`src/rtl/calc_ctrl_pkg.sv`:
```
// Shared definitions for the binary calculator controller front end:
// key-decoder state encoding, the fixed key prefix and the mode codes.
package calc_ctrl_pkg;

  typedef enum logic [2:0] {
    IDLE   = 3'd0,
    S1     = 3'd1,
    S10    = 3'd2,
    S101   = 3'd3,
    ACTIVE = 3'd4
  } key_state_t;

  // First three key bits, MSB first; the fourth bit selects the mode.
  localparam logic [2:0] KEY_PREFIX = 3'b101;

  localparam logic MODE_BASIC = 1'b0;
  localparam logic MODE_EXT   = 1'b1;

endpackage

```
`src/rtl/dec_input_key.sv`:
```
// Serial access-key decoder. Shifts in one key bit per qualified cycle,
// unlocks on 101x and latches the mode from the final bit. Once unlocked
// the block stays unlocked, ignoring all input, until reset.
module dec_input_key
  import calc_ctrl_pkg::*;
(
  input  logic input_key,
  input  logic valid_cmd,
  input  logic reset,
  input  logic clk,
  output logic active,
  output logic mode
);

  key_state_t state_q, state_d;
  logic       mode_q, mode_d;

  // State and mode registers; reset has priority over any key input.
  always_ff @(posedge clk) begin
    if (reset) begin
      state_q <= IDLE;
      mode_q  <= MODE_BASIC;
    end else begin
      state_q <= state_d;
      mode_q  <= mode_d;
    end
  end

  // Next-state and mode selection; mode is only written when leaving S101.
  always_comb begin
    state_d = state_q;
    mode_d  = mode_q;
    if (valid_cmd) begin
      unique case (state_q)
        IDLE: begin
          if (input_key == KEY_PREFIX[2]) state_d = S1;
          else                            state_d = IDLE;
        end
        S1: begin
          // A repeated leading 1 restarts the match instead of failing it.
          if (input_key == KEY_PREFIX[1]) state_d = S10;
          else                            state_d = S1;
        end
        S10: begin
          if (input_key == KEY_PREFIX[0]) state_d = S101;
          else                            state_d = IDLE;
        end
        S101: begin
          state_d = ACTIVE;
          mode_d  = input_key ? MODE_EXT : MODE_BASIC;
        end
        ACTIVE: begin
          state_d = ACTIVE;
        end
        default: begin
          state_d = IDLE;
        end
      endcase
    end
  end

  assign active = (state_q == ACTIVE);
  assign mode   = mode_q;

endmodule

```
`config.mk`:
```
export PLATFORM = sky130hd
export DESIGN_NAME = dec_input_key
export DESIGN_NICKNAME = d
export VERILOG_FILES = /design/src/rtl/calc_ctrl_pkg.sv /design/src/rtl/dec_input_key.sv
export SDC_FILE = /design/constraint.sdc
export NUM_CORES = 1
export LEC_CHECK = 0
export BUFFER_PORTS_ARGS = -buffer_cell sky130_fd_sc_hd__buf_4
export CORE_AREA = 2 2 39 41
export DETAILED_ROUTE_END_ITERATION = 10
export DIE_AREA = 0 0 41 43
export GPL_TIMING_DRIVEN = 1
export MAX_ROUTING_LAYER = met4
export PLACE_DENSITY = 0.4
export SLEW_MARGIN = 40
export SYNTH_ARGS = -nofsm -noshare
export SYNTH_HDL_FRONTEND = slang
export SYNTH_SLANG_ARGS = --single-unit
```
`constraint.sdc`:
```
create_clock -name clk -period 1.1 [get_ports clk]
set_clock_uncertainty 0.05 [all_clocks]
set_input_delay 0.055 -clock clk [delete_from_list [all_inputs] [get_ports clk]]
set_output_delay 0.055 -clock clk [all_outputs]
set_load 0.01 [all_outputs]
```
; Word-level counts from Yosys, hierarchy flattened
; Cells that the tools add are included.
; Widths: inputs -> output; s select.
[word_totals]
register_bits = 4
out_inout_bits = 2
[classes]
n_eq_ne = 4
muxes = 5
n_reduce_logical = 3
[ops]
columns = op, n
row1 = $pmux 3 s4, 1
row2 = $eq 3x2->1 const B, 2
row3 = $mux 2, 2
row4 = $eq 3x1->1 const B, 1
row5 = $eq 3x3->1 const B, 1
row6 = $logic_not 3->1, 1
row7 = $mux 1, 2
row8 = $reduce_and 2->1, 1
row9 = $reduce_or 2->1, 1

; Depth between registers and ports, before layout
; Gate-level depths: netlist (run 1).
[logic_depth]
depth_word = 3
ltp_mapped = 3
depth_no_buf = 3

; Worst setup path before layout (run 1)
; Ideal clock, no wire load.
[synth_path]
path_type = flip-flop to flip-flop
from = reg state_q[2]
to = reg mode_q (netlist: mode)
t_arrival_ps = 742
slack_ps = 193
path_stages_with_launch = 4
period_less_slack_ps = 907
path_cell_list = dfxtp_1 nand4b_1 mux2i_1 nor2_1
[synth_via]
elab_chain_cells = 2
[synth_rtl]
columns = item, line_no
row1 = start: declaration, dec_input_key.sv:15  ; key_state_t state_q, state_d;
row2 = start signal: assignment, dec_input_key.sv:24  ; state_q <= state_d;
row3 = $eq 3x2->1, dec_input_key.sv:34  ; unique case (state_q)
row4 = $reduce_and 2->1 (no source line), --
row5 = end signal: assignment, dec_input_key.sv:25  ; mode_q <= mode_d;
row6 = end: declaration, dec_input_key.sv:16  ; logic mode_q, mode_d;
; No other way between the ends.
; A chain may end at the register's enable or synchronous reset.

; Worst setup path in the final report (run 1)
[layout_path]
from = reg state_q[1]
to = out active
[layout_via]
elab_chain_cells = 1
[layout_rtl]
columns = item, line_no
row1 = $eq 3x3->1, dec_input_key.sv:62  ; assign active = (state_q == ACTIVE);
row2 = end: declaration, dec_input_key.sv:11  ; output logic active,
; No other way between the ends.

==> results.yml, run 1 <==
outcome:
  outcome: "complete, no violations"
route:
  drtIter0Drc: 4
  detail_route.wl_per_cell_um: 8.96
  ant_nets: 0
  via_per_inst: 3.98
  drcViolationCount: 0
  vias: 183
  first_pass_iters: 2
  routed_wl_um: 412
power:
  seqPwrFrac_pct: 42.3
  switching_share_pct: 21.0
  p_int_w: 0.000287
  peakVddDrop_uv: 414
  power_frac_comb_pct: 7.6
  power_density_nw_per_um2: 1290
  leakage_nw: 0.114
  p_clk_share_pct: 50.1
  p_switching_w: 0.0000762
critical_path:
  startpoint_type: "register"
  r2r_slack_ns: 0.10
  reg2reg_to: "mode"
  critPathCaptureType: "primary output"
  worst-endpoint-required_ns: 1.00
  reg2reg_depth: 3
  r2r_start: "state_q[1]"
  crit_path_max_fanout: 6
  worstPathArrival_ns: 0.91
  path_class: "register to primary output"
global_routing:
  grt_max_degree: 8
  grt_pass1_vias: 188
  antenna_found_initial: 0
  grt-ovfl-total: 0
  grt_pass1_wl_um: 772
  grt_use_total_pct: 7.20
clock_network:
  clock_latency_ns: 0.23
  cts_buffer_depth: 2
  post_cts_buffers: 0
  cts_root_buf: "clkbuf_4"
  cts_sinks: 4
  numCtsBuffers: 3
  cts_tree: "built"
  htreeDepth: 1
  path_clk_slew_ns: 0.04
yosys:
  synth-compound-area-share_pct: 13.5
  syn_avg_cell_area_um2: 8.82
  synth_area_um2: 185
  synth_top_cell_by_area: "dfxtp_1"
  synth-seq-area-share_pct: 43.2
  synth_fa_ha_area_share_pct: 0
  yosys_register_bits: 4
  synth-xor-area-share_pct: 0
  synth_cells: 21
  synth_area_leaders: "dfxtp_1 43%, nand4b_1 9.5%, a21oi_1 8.1%"
  synth_top_family_by_area: "simple AND/OR/NAND/NOR gates"
  synthMuxAreaShare_pct: 5.41
  yosys.area_share.simple_pct: 35.8
  synth_cell_types: 10
  synth_top_area_share_pct: 43.2
  ys.warnings.count: 0
  syn_nets: 25
sta:
  setup_viol: 0
  clock.fmax_mhz: 985
  setup_ws_ns: 0.0843
  hold_viol_final: 0
  fin_tns_setup_ns: 0
  maxSlewHeadroom_pct: 85.7
  finalCriticalPeriod_ns: 1.02
  finalMaxSlewViolations: 0
  rsz0062_at_grt: "no"
  final.period_utilization_pct: 92.3
  worst_pin_slew_ns: 0.214
cells_and_area:
  nets: 36
  syn_to_final_growth_pct: 52.0
  layout_commonest_cell: "buf_4"
  drive_above_1_share_pct: 36.7
  postLayoutCellArea_um2: 282
  final_cell_mix: "5 x buf_4, 4 x nand2_1, 3 x a21oi_1, 3 x clkbuf_4, 3 x dfxtp_1"
  antennaDiodeCount: 0
die:
  dieWidth_um: 41
  start_util_pct: 13.4
  rows: 14
  core-area_um2: 1380
  die-area_um2: 1760
  top_level_ports: 6
  die_y_um: 43
placement:
  place.gp.congestion: 0.698
  pre_cts_ws_ns: 0.125
  placement.io_buffers: 5
  dpl_cell_area_um2: 243
worst_hold_path:
  hold_path_depth: 3
  hp-start: "input_key"
  hold_path.class: "input port to register"
  hold_end: "mode"
flow_run:
  max-cap-violations: 0
[sequential cells by signal (all words and copies together) (netlist names)]
name / cells
state_q: 3
mode: 1
[metrics by stage]
stage | power, W | utilization, % | std cells | hold WS, ns
after floorplan | 0.000165 | - | 21 | 0.0741
after global placement | 0.000180 | 17.5 | 42 | 0.200
after detailed placement | 0.000180 | 17.5 | 42 | 0.203
after CTS | 0.000374 | 20.0 | 46 | 0.0489
after global routing | 0.000393 | 20.3 | 46 | 0.0647
final | 0.000363 | 20.3 | 46 | 0.0506
[logic make-up (layout without fill, tap and decap cells)]
logic type,count (synthesis),after routing
AO/OA/AOI/OAI,5,5
multiplexers,1,1
AND/OR/NAND/NOR,10,10
buffers and inverters,1,10
flip-flops,4,4
[final cells by class]
type                       count  area (µm²)
fill                         146        1100
timing repair buffer           6        47.5
multi-input combinational     16         106
sequential                     4        81.3
inverter                       1        3.75
clock buffer                   3        22.5
tap                           16        20.0
[power by group through the flow]
stage	logic, W	clock network [W]	registers (W)
after global routing	0.0000308	0.000208	0.000154
after floorplan	0.0000100	0	0.000155
after global placement	0.0000251	0	0.000155
after detailed placement	0.0000249	0	0.000155
final	0.0000275	0.000182	0.000154
after CTS	0.0000277	0.000193	0.000153
[what timing repair did]
| item | 4_1_cts | 5_1_grt |
|---|---|---|
| endpoints found under the hold margin | 4 | 0 |
| setup endpoints to repair | 1 | 1 |
| hold buffers | 1 | 0 |
| cloned | 0 | 0 |
| gates resized for setup | 1 | 1 |
[cells in the mapped netlist]
cell type,n
nor2_1,1
o21ai_0,2
nand2_1,4
nand4b_1,2
nor4b_2,1
nor3b_1,2
mux2i_1,1
dfxtp_1,4
a21oi_1,3
inv_1,1
[worst max path at each step]
stage	start	to	depth (start not counted)
after global routing	state_q[0]	mode	3
final	state_q[1]	active	2
after global placement	state_q[2]	mode	3
after CTS	state_q[1]	active	2
after floorplan	state_q[2]	mode	3
after detailed placement	state_q[2]	mode	3
[critical path: stages, from the launching register on]
cell and delay [ns]:
dfxtp_1 0.35, nor3b_2 0.18, buf_4 0.14
[routing by layer]
layer,up-vias,part of all wire (%),track usage (%)
met3,2,11,3.66
met1,79,45,8.68
met4,0,4.1,8.00
met2,8,39,7.50
met5,-,0,-
li1,94,-,-
Power figures use the tool's default switching activity.
==> run 2: changes to the inputs <==
PLACE_DENSITY = 0.41   (was 0.4)
clock period = 0.83 ns   (was 1.1 ns; I/O delays follow)
==> results.yml, run 2 (synthesized netlist as in run 1, its figures left out) <==
cells_and_area:
  largest_register_ff_count: 3
  drive_above_1_share_pct: 45.2
  final_util_pct: 21.6
  fin_cells: 47
  syn_to_final_growth_pct: 61.5
  layout_commonest_cell: "buf_4"
  top_register: "state_q"
  nets: 37
  final_cell_mix: "6 x buf_4, 4 x nand2_1, 3 x a21oi_1, 3 x clkbuf_4, 3 x dfxtp_4"
  antennaDiodeCount: 0
power:
  leakage_nw: 0.121
  p_int_w: 0.000377
  seqPwrFrac_pct: 41.1
  p_clk_share_pct: 50.3
  power_density_nw_per_um2: 1600
  p_switching_w: 0.000102
  peakVddDrop_uv: 685
  switching_share_pct: 21.3
  power_frac_comb_pct: 8.6
sta:
  final.period_utilization_pct: 119
  setup_ws_ns: -0.159
  maxSlewHeadroom_pct: 87.5
  setup_viol: 4
  finalCriticalPeriod_ns: 0.989
  worst_pin_slew_ns: 0.187
  clock.fmax_mhz: 1010
  hold_viol_final: 0
  finalMaxSlewViolations: 0
  rsz0062_at_grt: "yes"
critical_path:
  cp_top_family: "flip-flops"
  worst-endpoint-required_ns: 0.74
  critPathSlowestCell: "dfxtp_4"
  worstPathArrival_ns: 0.90
  worstPathCellList: "nor3b_2 -> buf_4"
  slowest_delay_ns: 0.35
  reg2reg_depth: 3
  crit_path_max_fanout: 6
  startpoint_type: "register"
  r2r_slack_ns: -0.14
  critPathCaptureType: "primary output"
  crit_cells: 2
  path_class: "register to primary output"
  worst-path-buf-inv: 1
global_routing:
  grt_use_total_pct: 6.79
  grt-ovfl-total: 0
  grt_max_degree: 8
  grt_pass1_vias: 189
  antenna_found_initial: 0
  grt_pass1_wl_um: 745
route:
  detail_route.wl_per_cell_um: 9.34
  drtIter0Drc: 0
  drcViolationCount: 0
  via_per_inst: 3.94
  ant_nets: 0
  routed_wl_um: 439
  vias: 185
  first_pass_iters: 1
die:
  die-area_um2: 1760
  top_level_ports: 6
  start_util_pct: 13.4
  die_y_um: 43
  core-area_um2: 1380
  dieWidth_um: 41
  rows: 14
clock_network:
  htreeDepth: 1
  cts_tree: "built"
  cts_buffer_depth: 2
  numCtsBuffers: 3
  path_clk_slew_ns: 0.04
  clock_latency_ns: 0.24
  cts_sinks: 4
  cts_root_buf: "clkbuf_4"
placement:
  place.gp.congestion: 0.680
  placement.io_buffers: 5
  hpwl_um: 293
  dp.cells: 42
flow_run:
  max-cap-violations: 0
outcome:
  outcome: "finished, violations left"
  violations: "setup timing"
worst_hold_path:
  hold_path_depth: 4
  hold_path.class: "input port to register"
==> run 2: cell count changes in the layout (fill, tap and decap cells not counted), sizes merged <==
cell | previous run | this run
buf | 5 | 6
==> run 2: timing repair <==
action,in CTS,in global routing
endpoints found under the hold margin,4,0
buffers inserted,0,1
gates resized for setup,2,2
endpoints found under the setup margin,4,5
pin swaps,0,3
hold buffers,1,0
==> run 2: metal layers <==
metal	up-vias	wire length (µm)	track usage (%)
met4	0	0	2.00
met2	9	179	7.81
li1	96	-	-
met3	0	69	6.81
met5	-	0	-
met1	80	190	8.04
==> run 2: final timing paths <==
path,startpoint,endpoint
min reg2reg,state_q[2],state_q[2]
min,input_key,state_q[1]
max,state_q[0],active
max reg2reg,state_q[2],mode
==> run 2: worst reg2reg max path: stages, from the launching register on <==
cell	delay [ns]
dfxtp_4	0.35
nand4b_1	0.22
mux2i_1	0.19
nor2_1	0.05
==> run 2: area by class of cell <==
type	instances	area [µm²]
repair buffers	7	55.1
flip-flops and latches	4	91.3
well taps	16	20.0
multi-input cells	16	106
clock buffers	3	22.5
fillers	149	1080
inverters	1	3.75
==> run 2: power by group through the flow <==
stage | logic, W | clock network (W) | registers, W
4_1_cts | 0.0000371 | 0.000250 | 0.000201
2_1_floorplan | 0.0000135 | 0 | 0.000206
6_report | 0.0000413 | 0.000241 | 0.000197
3_5_place_dp | 0.0000329 | 0 | 0.000207
3_3_place_gp | 0.0000328 | 0 | 0.000207
5_1_grt | 0.0000466 | 0.000268 | 0.000197
==> run 2: stage by stage <==
| stage | TNS, ns | instance area, µm² | setup slack (ns) | hold WS [ns] | total power [W] |
|---|---|---|---|---|---|
| after floorplan | -0.0549 | 189 | -0.0475 | 0.0532 | 0.000219 |
| after global routing | -0.684 | 299 | -0.217 | 0.0493 | 0.000512 |
| final | -0.430 | 299 | -0.159 | 0.0395 | 0.000478 |
| after CTS | -0.393 | 287 | -0.167 | 0.0329 | 0.000488 |
| after detailed placement | -0.174 | 246 | -0.117 | 0.178 | 0.000240 |
| after global placement | -0.159 | 246 | -0.0841 | 0.175 | 0.000240 |
==> run 3: changes to the inputs <==
PLACE_DENSITY = not set   (was 0.41)
PLACE_DENSITY_LB_ADDON = 0.2   (was not set)
==> results.yml, run 3 (synthesized netlist as in run 1, its figures left out) <==
outcome:
  outcome: "finished, violations left"
  violations: "setup timing"
placement:
  dpl_cell_area_um2: 246
  placement.io_buffers: 5
  place.gp.congestion: 0.689
  pre_cts_ws_ns: -0.115
global_routing:
  antenna_found_initial: 0
  grt_pass1_wl_um: 738
  grt_max_degree: 8
  grt-ovfl-total: 0
  grt_pass1_vias: 197
  grt_use_total_pct: 6.48
die:
  top_level_ports: 6
  start_util_pct: 13.4
  dieWidth_um: 41
  core-area_um2: 1380
  die-area_um2: 1760
  rows: 14
  die_y_um: 43
critical_path:
  r2r_slack_ns: -0.15
  cp_top_family: "flip-flops"
  slowest_delay_ns: 0.34
  crit_path_max_fanout: 7
  critPathSlowestCell: "dfxtp_2"
  critPathCaptureType: "primary output"
  startpoint_type: "register"
  worst-endpoint-required_ns: 0.74
  worstPathArrival_ns: 0.89
  path_class: "register to primary output"
  worst-path-buf-inv: 1
  worstPathCellList: "nor3b_2 -> buf_4"
route:
  vias: 185
  via_per_inst: 3.94
  drtIter0Drc: 1
  detail_route.wl_per_cell_um: 8.53
  first_pass_iters: 2
  drcViolationCount: 0
  ant_nets: 0
  routed_wl_um: 401
cells_and_area:
  fillCellCount: 160
  postLayoutCellArea_um2: 303
  largest_register_ff_count: 3
  nets: 37
  antennaDiodeCount: 0
  drive_above_1_share_pct: 45.2
  final_cell_mix: "6 x buf_4, 4 x nand2_1, 3 x a21oi_1, 3 x clkbuf_4"
  syn_to_final_growth_pct: 63.5
  final_util_pct: 21.9
  top_register: "state_q"
  layout_commonest_cell: "buf_4"
sta:
  finalMaxSlewViolations: 0
  rsz0062_at_grt: "yes"
  final.period_utilization_pct: 119
  worst_pin_slew_ns: 0.180
  finalCriticalPeriod_ns: 0.984
  fin_tns_setup_ns: -0.479
  maxSlewHeadroom_pct: 87.9
  clock.fmax_mhz: 1020
  hold_viol_final: 0
  setup_viol: 5
  setup_ws_ns: -0.154
worst_hold_path:
  hold_path.class: "input port to register"
power:
  fin_total_pwr_w: 0.000474
  leakage_nw: 0.126
  power_density_nw_per_um2: 1570
  peakVddDrop_uv: 643
clock_network:
  path_clk_slew_ns: 0.03
  clock_latency_ns: 0.23
  htreeDepth: 1
  cts_tree: "built"
  cts_root_buf: "clkbuf_4"
  cts_buffer_depth: 2
  cts_sinks: 4
  numCtsBuffers: 3
flow_run:
  max-cap-violations: 0
run 3: layer usage:
| layer | vias up | routed length, µm | part of all wire [%] | track usage [%] |
|---|---|---|---|---|
| met1 | 83 | 190 | 47 | 8.36 |
| li1 | 96 | - | - | - |
| met4 | 0 | 0 | 0 | 6.00 |
| met2 | 6 | 178 | 44 | 7.81 |
| met3 | 0 | 32 | 8.0 | 1.57 |
| met5 | - | 0 | 0 | - |
run 3: power breakdown:
group / internal, W / switching, W / leakage (nW) / total (W)
clock network: 0.000161 / 0.0000698 / 0.0138 / 0.000231
registers: 0.000196 / 0.00000705 / 0.0341 / 0.000203
logic: 0.0000248 / 0.0000160 / 0.0783 / 0.0000408
run 3: through the flow:
| step | std cells | hold slack, ns |
|---|---|---|
| 2_1_floorplan | 21 | 0.0532 |
| 3_5_place_dp | 42 | 0.183 |
| 4_1_cts | 47 | 0.0313 |
| 5_1_grt | 47 | 0.0517 |
| 6_report | 47 | 0.0476 |
| 3_3_place_gp | 42 | 0.178 |
run 3: worst min-delay path, cell delays in order:
cell     delay, ns
buf_4         0.11
nor4b_4       0.04
nand2_1       0.04
a21oi_1       0.05
run 3: timing repair:
item / CTS / global route
hold buffers: 1 / 0
gates cloned: 0 / 0
gates resized for setup: 1 / 2
setup buffers: 1 / 0
endpoints found under the hold margin: 4 / 0
pin swaps: 1 / 2
setup endpoints to repair: 3 / 5
run 3: cell type report:
| type | instances | area [µm²] | area share [%] |
|---|---|---|---|
| Tap cell | 16 | 20.0 | 6.61 |
| Clock buffer | 3 | 22.5 | 7.44 |
| Multi-Input combinational cell | 16 | 115 | 38.0 |
| Sequential cell | 4 | 86.3 | 28.5 |
| Inverter | 1 | 3.75 | 1.24 |
| Timing Repair Buffer | 7 | 55.1 | 18.2 |
run 3: path summary, 6_finish.rpt:
kind | startpoint | to | depth (start not counted)
max | state_q[0] | active | 2
min | input_key | state_q[1] | 4
max reg2reg | state_q[2] | state_q[1] | 4
min reg2reg | state_q[2] | state_q[2] | 2
